<file path="src/rtl/fetch_queue.sv">
`default_nettype none
// fetch_queue: owns the fetch PC, issues credit-limited word requests to instruction memory and
// buffers in-order responses with their PCs for decode; a redirect flushes and squashes in-flight.
module fetch_queue #(
   parameter int              XLEN     = 32,
   parameter int              DEPTH    = 4,
   parameter logic [XLEN-1:0] RESET_PC = '0
) (
   input  logic                    clk,
   input  logic                    reset,
   output logic                    imem_req_valid,
   input  logic                    imem_req_ready,
   output logic [XLEN-1:0]         imem_req_addr,
   input  logic                    imem_resp_valid,
   input  logic [31:0]             imem_resp_data,
   input  logic                    redirect,
   input  logic [XLEN-1:0]         redirect_pc,
   output logic                    fetch_valid,
   input  logic                    fetch_ready,
   output logic [31:0]             fetch_instruction,
   output logic [XLEN-1:0]         fetch_pc,
   output logic [XLEN-1:0]         fetch_pc_plus_four,
   output logic [$clog2(DEPTH):0]  occupancy
);

   localparam int              C_AW      = $clog2(DEPTH);
   localparam int              C_CW      = C_AW + 1;
   localparam logic [XLEN-1:0] C_PC_STEP = XLEN'(4);

   logic [XLEN-1:0] r_fetch_addr;
   logic [XLEN-1:0] r_resp_pc;
   logic [C_CW-1:0] r_outstanding;
   logic [C_CW-1:0] r_discard;
   logic [C_CW-1:0] r_count;
   logic [C_AW-1:0] r_wptr;
   logic [C_AW-1:0] r_rptr;
   logic [31:0]     r_instr [DEPTH];
   logic [XLEN-1:0] r_pc    [DEPTH];
   logic [XLEN-1:0] r_pc4   [DEPTH];

   logic [C_CW:0]   w_inflight;
   logic            w_credit;
   logic            w_req_fire;
   logic            w_push;
   logic            w_pop;
   logic [XLEN-1:0] w_redirect_pc;

   // Outstanding plus buffered never exceeds DEPTH, so every response is guaranteed a slot.
   assign w_inflight     = {1'b0, r_outstanding} + {1'b0, r_count};
   assign w_credit       = w_inflight < (C_CW + 1)'(DEPTH);
   assign imem_req_valid = reset && !redirect && w_credit;
   assign imem_req_addr  = r_fetch_addr;
   assign w_req_fire     = imem_req_valid && imem_req_ready;
   assign w_push         = imem_resp_valid && (r_discard == '0);
   assign w_pop          = (r_count != '0) && fetch_ready;
   assign w_redirect_pc  = redirect_pc & ~XLEN'(3);

   assign fetch_valid        = (r_count != '0);
   assign occupancy          = r_count;
   assign fetch_instruction  = r_instr[r_rptr];
   assign fetch_pc           = r_pc[r_rptr];
   assign fetch_pc_plus_four = r_pc4[r_rptr];

   always_ff @(posedge clk or negedge reset) begin
      if (!reset) begin
         r_fetch_addr  <= RESET_PC;
         r_resp_pc     <= RESET_PC;
         r_outstanding <= '0;
         r_discard     <= '0;
         r_count       <= '0;
         r_wptr        <= '0;
         r_rptr        <= '0;
         for (int i = 0; i < DEPTH; i++) begin
            r_instr[i] <= '0;
            r_pc[i]    <= '0;
            r_pc4[i]   <= '0;
         end
      end else if (redirect) begin
         // Everything still in flight after this cycle belongs to the old path.
         r_count       <= '0;
         r_wptr        <= '0;
         r_rptr        <= '0;
         r_outstanding <= r_outstanding - C_CW'(imem_resp_valid);
         r_discard     <= r_outstanding - C_CW'(imem_resp_valid);
         r_fetch_addr  <= w_redirect_pc;
         r_resp_pc     <= w_redirect_pc;
      end else begin
         if (w_req_fire) begin
            r_fetch_addr <= r_fetch_addr + C_PC_STEP;
         end
         r_outstanding <= r_outstanding + C_CW'(w_req_fire) - C_CW'(imem_resp_valid);
         if (imem_resp_valid && (r_discard != '0)) begin
            r_discard <= r_discard - C_CW'(1);
         end
         if (w_push) begin
            r_instr[r_wptr] <= imem_resp_data;
            r_pc[r_wptr]    <= r_resp_pc;
            r_pc4[r_wptr]   <= r_resp_pc + C_PC_STEP;
            r_wptr          <= r_wptr + C_AW'(1);
            r_resp_pc       <= r_resp_pc + C_PC_STEP;
         end
         if (w_pop) begin
            r_rptr <= r_rptr + C_AW'(1);
         end
         r_count <= r_count + C_CW'(w_push) - C_CW'(w_pop);
      end
   end

endmodule
`default_nettype wire

</file>
<file path="config.mk">
export PLATFORM = sky130hd
export DESIGN_NAME = fetch_queue
export DESIGN_NICKNAME = d
export VERILOG_FILES = /design/src/rtl/fetch_queue.sv
export SDC_FILE = /design/constraint.sdc
export NUM_CORES = 1
export LEC_CHECK = 0
export CAP_MARGIN = 20
export CORE_ASPECT_RATIO = 0.5
export CORE_MARGIN = 4
export CORE_UTILIZATION = 38
export CTS_CLUSTER_DIAMETER = 150
export CTS_CLUSTER_SIZE = 12
export DETAILED_ROUTE_END_ITERATION = 6
export PLACE_DENSITY_LB_ADDON = 0.2
export SLEW_MARGIN = 20
export SYNTH_ARGS = -nofsm -noshare
export SYNTH_HDL_FRONTEND = slang
export SYNTH_SLANG_ARGS = --single-unit
export TNS_END_PERCENT = 30
</file>
<file path="constraint.sdc">
create_clock -name clk -period 3.5 [get_ports clk]
set_input_delay 0.525 -clock clk [delete_from_list [all_inputs] [get_ports clk]]
set_output_delay 0.525 -clock clk [all_outputs]
set_load 0.02 [all_outputs]
</file>
Yosys cells after proc, flatten, opt, wreduce, memory -nomap -nowiden

Index checks and enable logic that the tools add are counted.

Input bits: 70
Register bits after elaboration: 461
Output and inout port bits: 133
Word-level logic and storage cells: 79

Multiplexer cells: 26
Bitwise operators: 3
Order comparisons: 4
Reduce and logical (&&, ||, !) cells: 16
Add/sub/neg operators: 11

Operators by type and width:

| operator                                                    | number |
|---|---|
| bitwise mux 128 bit                                         | 3 |
| two-way mux 32 bit                                          | 11 |
| binary-select mux 32 bit (select 2 bit)                     | 3 |
| adder 32 x 3 -> 32 bit (second input constant)              | 2 |
| demux 32 bit (select 2 bit)                                 | 1 |
| two-way mux 3 bit                                           | 4 |
| subtractor 3 x 1 -> 3 bit                                   | 3 |
| two-way mux 2 bit                                           | 4 |
| nonzero test 2 bit                                          | 4 |
| logical AND 1 bit                                           | 7 |
| adder 3 x 1 -> 3 bit                                        | 2 |
| >= comparator 3 bit (second input constant)                 | 2 |
| inverter 2 -> 3 bit                                         | 2 |
| nonzero test 3 bit                                          | 2 |
| adder 2 x 1 -> 2 bit (second input constant)                | 2 |
| adder 3 x 3 -> 4 bit                                        | 1 |
| less-than comparator 4 x 3 -> 1 bit (second input constant) | 1 |
| logical NOT 3 bit                                           | 1 |
| less-than comparator 3 x 1 -> 1 bit (second input constant) | 1 |
| subtractor 3 x 1 -> 3 bit (second input constant)           | 1 |
| AND reduction 2 bit                                         | 1 |
| logical NOT 1 bit                                           | 1 |
| inverter 1 bit                                              | 1 |

Longest topological paths before layout

Word-level depth: 7
Depth in mapped cells: 12
Mapped depth without buffers: 11

Least setup slack after synthesis

OpenSTA, ideal clock, no wires.

Path kind: reg2reg
From: register r_count[2] (netlist: occupancy[2])
To: register r_outstanding[2]
Buffers on the path: 1
Setup slack: 0.324 ns
Data required time: 3.421 ns
Period minus slack after synthesis: 3.176 ns
Library setup time: 0.079 ns
Data arrival time: 3.097 ns
Cell stages (with the launch flop): 13
Path through: dfrtp_1 > ha_1 > or4b_4 > buf_6 > nor4b_4 > inv_1 > ha_1 > inv_1 > ha_1 > fa_1 > xor2_1 > o21ai_0 > xor2_1

Cells in the longest elaborated chain, start to end: 7

RTL lines:

| element                             | RTL line | source |
|---|---|---|
| start, declared                     | 34       | `logic [C_CW-1:0] r_count;` |
| start signal, assigned              | 105      | `r_count <= r_count + C_CW'(w_push) - C_CW'(w_pop);` |
| adder 3 x 3 -> 4 bit                | 49       | `assign w_inflight = {1'b0, r_outstanding} + {1'b0, r_count};` |
| less-than comparator 4 x 3 -> 1 bit | 50       | `assign w_credit = w_inflight < (C_CW + 1)'(DEPTH);` |
| logical AND 1 bit                   | 51       | `assign imem_req_valid = reset && !redirect && w_credit;` |
| logical AND 1 bit                   | 53       | `assign w_req_fire = imem_req_valid && imem_req_ready;` |
| adder 3 x 1 -> 3 bit                | 91       | `r_outstanding <= r_outstanding + C_CW'(w_req_fire) - C_CW'(imem_resp_valid);` |
| subtractor 3 x 1 -> 3 bit           | 91       |  |
| two-way mux 3 bit                   | 78       | `end else if (redirect) begin` |
| end signal, assigned                | 83       | `r_outstanding <= r_outstanding - C_CW'(imem_resp_valid);` |
| end signal, assigned                | 91       |  |
| end, declared                       | 32       | `logic [C_CW-1:0] r_outstanding;` |

No other way between the ends.
A chain may end at the register's enable or synchronous reset.

Worst setup path in the final report

From: register r_count[2] (netlist: occupancy[2])
To: output port imem_req_valid

Cells in the longest elaborated chain, start to end: 3

RTL lines:

| element                             | RTL line | source |
|---|---|---|
| adder 3 x 3 -> 4 bit                | 49       |  |
| less-than comparator 4 x 3 -> 1 bit | 50       |  |
| logical AND 1 bit                   | 51       |  |
| end, declared                       | 11       | `output logic imem_req_valid,` |

No other way between the ends.

==> results.sh <==
export IMPL_setup_slack_ps=153
export IMPL_intPower_mw=11.3
export IMPL_setup_tns_ps=0
export IMPL_pre_cts_ws_ps=237
export IMPL_switching_share_pct=32.0
export IMPL_antenna_left=0
export IMPL_clock_sinks=441
export IMPL_finalCriticalPeriod_ps=3350
export IMPL_die_area_sq_um=57300
export IMPL_skew_ps=28.2
export IMPL_synthTopCellsByArea="dfrtp_1 (54%), mux2_2 (14%), mux4_2 (10%)"
export IMPL_cp_start_kind="flop"
export IMPL_ys_seq_area_share_pct=54.5
export IMPL_tritoncts="built"
export IMPL_path_max_fanout=4
export IMPL_h_tree_depth=2
export IMPL_worst_slew_pin_slew_ps=898
export IMPL_rows=59
export IMPL_die_w_um=335
export IMPL_grtUsageTotal_pct=17.5
export IMPL_ir_worst_vdd_uv=335
export IMPL_combPwrFrac_pct=35.4
export IMPL_first_global_vias=13081
export IMPL_clock_fmax_ghz=0.299
export IMPL_p_seq_share_pct=40.4
export IMPL_setup_viol=0
export IMPL_cts_resized=0
export IMPL_core_area_sq_um=52300
export IMPL_cts_buffers=42
export IMPL_gp_congestion=0.797
export IMPL_start_util_pct=38.7
export IMPL_drt_initial_drc_count=757
export IMPL_period_share_pct=95.6
export IMPL_power_leakage_nw=10.6
export IMPL_grt_max_degree=152
export IMPL_io_buffers=194
export IMPL_synth_seq_cells=441
export IMPL_num_vias=12759
export IMPL_hold_path_class="in2async"
export IMPL_io_pins=203
export IMPL_synthFlopType="dfrtp_1"
export IMPL_fin_area_sq_um=24200
export IMPL_clkSlewWorstSetupHoldPaths_ps=60
export IMPL_cts_hold_buf=0
export IMPL_dr_pass1_iters=5
export IMPL_rsz0062_at_grt="no"
export IMPL_post_dp_hpwl_mm=33.7
export IMPL_slew_violations=0
export IMPL_ys_warn_count=0
export IMPL_placed_area_sq_um=23100
export IMPL_cts_path_max_buffers=3
export IMPL_gr_total_overflow=0
export IMPL_synthCells=1566
export IMPL_power_share_clock_pct=24.1
export IMPL_area_growth_pct=19.6
export IMPL_drc=0
export IMPL_hold_violations=0
export IMPL_insertion_delay_ps=560
export IMPL_syn_cell_area_sq_um=20300
export IMPL_routedWlPerCell_um=20.5
export IMPL_synth_area_leader_cell="dfrtp_1"
export IMPL_die_y_um=171
export IMPL_maxSlewHeadroom_pct=40.1
export IMPL_switchingPower_mw=5.34
export IMPL_end_kind="primary output"
export IMPL_cp_required_ps=2970
export IMPL_drt_total_wl_mm=50.0
export IMPL_cts_setup_buffers=0
export IMPL_status="finished, final reports clean"
export IMPL_drive_gt1_share_pct=26.6
export IMPL_async_flop_share_pct=100
export IMPL_synth_edff_count=0
export IMPL_ys_types=54
export IMPL_design_final_nets=1817
export IMPL_synth_avg_cell_area_sq_um=12.9
export IMPL_cts_root_buf="clkbuf_16"
export IMPL_yosysTopAreaCellShare_pct=54.5
export IMPL_power_density_nw_per_um2=688
export IMPL_grt_pass1_wl_mm=78.6
export IMPL_drv_cap=0
export IMPL_fin_util_pct=46.3
export IMPL_criticalPathCategory="reg2out"
export IMPL_antenna_found_initial=0
export IMPL_crit_arrival_ps=2820
export IMPL_antenna_cells=0
export IMPL_vias_per_cell=5.24
[cell usage after synthesis, types with 3 or more instances]
| cell | instances |
|---|---|
| inv_1 | 17 |
| mux4_2 | 92 |
| xor2_1 | 27 |
| xnor2_1 | 55 |
| nand2b_1 | 4 |
| buf_1 | 24 |
| nor2_1 | 28 |
| nand3_1 | 39 |
| nor2b_1 | 3 |
| o21ai_0 | 145 |
| nor4_1 | 12 |
| a21oi_1 | 12 |
| clkbuf_1 | 72 |
| a21o_1 | 3 |
| and4_1 | 4 |
| nand4_1 | 21 |
| and2_1 | 4 |
| nor3_1 | 16 |
| buf_4 | 6 |
| dfrtp_1 | 441 |
| and3_1 | 9 |
| mux2_2 | 260 |
| o211ai_1 | 8 |
| a21boi_0 | 4 |
| buf_2 | 18 |
| or3_1 | 6 |
| ha_1 | 16 |
| nand2_1 | 184 |
| or4_1 | 3 |
[per-layer routing]
layer | track usage [%] | part of all wire, %
met1 | 24.9 | 47
met2 | 28.8 | 47
met3 | 2.81 | 3.9
met4 | 3.41 | 1.5
met5 | 0 | 0
[layout make-up]
| cell class | instances | area [sq um] |
|---|---|---|
| timing repair buffer | 237 | 2480 |
| fill | 4758 | 28100 |
| sequential | 441 | 11000 |
| multi-input combinational | 989 | 8680 |
| clock inverter | 4 | 38.8 |
| inverter | 18 | 67.6 |
| tap | 701 | 877 |
| clock buffer | 43 | 1050 |
[sequential cells by signal, summed over array words and instances (netlist names)]
signal	flops
occupancy	3
imem_req_addr	30
r_pc4	120
r_instr	128
r_wptr	2
r_rptr	2
r_outstanding	3
r_discard	3
r_pc	120
r_resp_pc	30
[cells in the final DEF, fill, tap and decap left out, types with 3 or more instances in the layout]
| master | n |
|---|---|
| xor2_1 | 27 |
| mux2_2 | 260 |
| inv_1 | 17 |
| mux4_2 | 92 |
| dfrtp_1 | 439 |
| a21boi_0 | 4 |
| and4_1 | 4 |
| ha_1 | 16 |
| nand4_1 | 21 |
| nor4_1 | 12 |
| clkbuf_16 | 42 |
| xnor2_1 | 55 |
| o211ai_1 | 8 |
| nand2b_1 | 4 |
| buf_4 | 26 |
| buf_12 | 17 |
| nor2_1 | 28 |
| clkdlybuf4s50_1 | 192 |
| nand2_4 | 4 |
| a21o_1 | 3 |
| nor3_1 | 15 |
| o21ai_0 | 145 |
| and2_1 | 4 |
| and3_1 | 9 |
| nand2_1 | 180 |
| a21oi_1 | 12 |
| nand3_1 | 39 |
| or4_1 | 3 |
| or3_1 | 6 |
| nor2b_1 | 3 |
| conb_1 | 6 |
[power by group through the flow]
stage	registers (mW)	clock network [mW]	logic [mW]
after floorplan	6.60	0	3.66
after global placement	6.81	0	6.00
after detailed placement	6.83	0	6.04
after CTS	6.75	4.16	6.06
after global routing	6.87	4.36	6.37
final	6.74	4.02	5.91
[cell families after synthesis]
family	synth area share (%)
compound gates	4.84
xor+xnor	3.54
fa+ha+maj	1.19
buf+inv	2.96
flops	54.5
mux	24.8
other cells	0.0185
simple gates	8.21
[per-stage QoR]
step	hold slack, ps	total power [mW]	instances
6_report	135	16.7	2433
5_1_grt	186	17.6	2433
4_1_cts	150	17.0	2433
3_5_place_dp	465	12.9	2386
3_3_place_gp	457	12.8	2386
2_1_floorplan	229	10.3	1571
[worst max-delay path, stage by stage, from the launching register on]
cell,delay (ps)
dfrtp_1,450
ha_1,310
or4b_4,560
nor3_2,290
clkdlybuf4s50_1,660
[worst paths after layout]
check,start,to,slack (ps),cells past startpoint
max,occupancy[2],imem_req_valid,150,4
min,reset,r_resp_pc[10],140,2
max reg2reg,occupancy[2],r_outstanding[2],390,11
min reg2reg,r_pc4[38],r_pc4[38],470,2
max in group asynchronous,reset,r_rptr[0],1580,4
min in group clk,redirect,r_discard[2],380,3
Power figures use the tool's default switching activity.
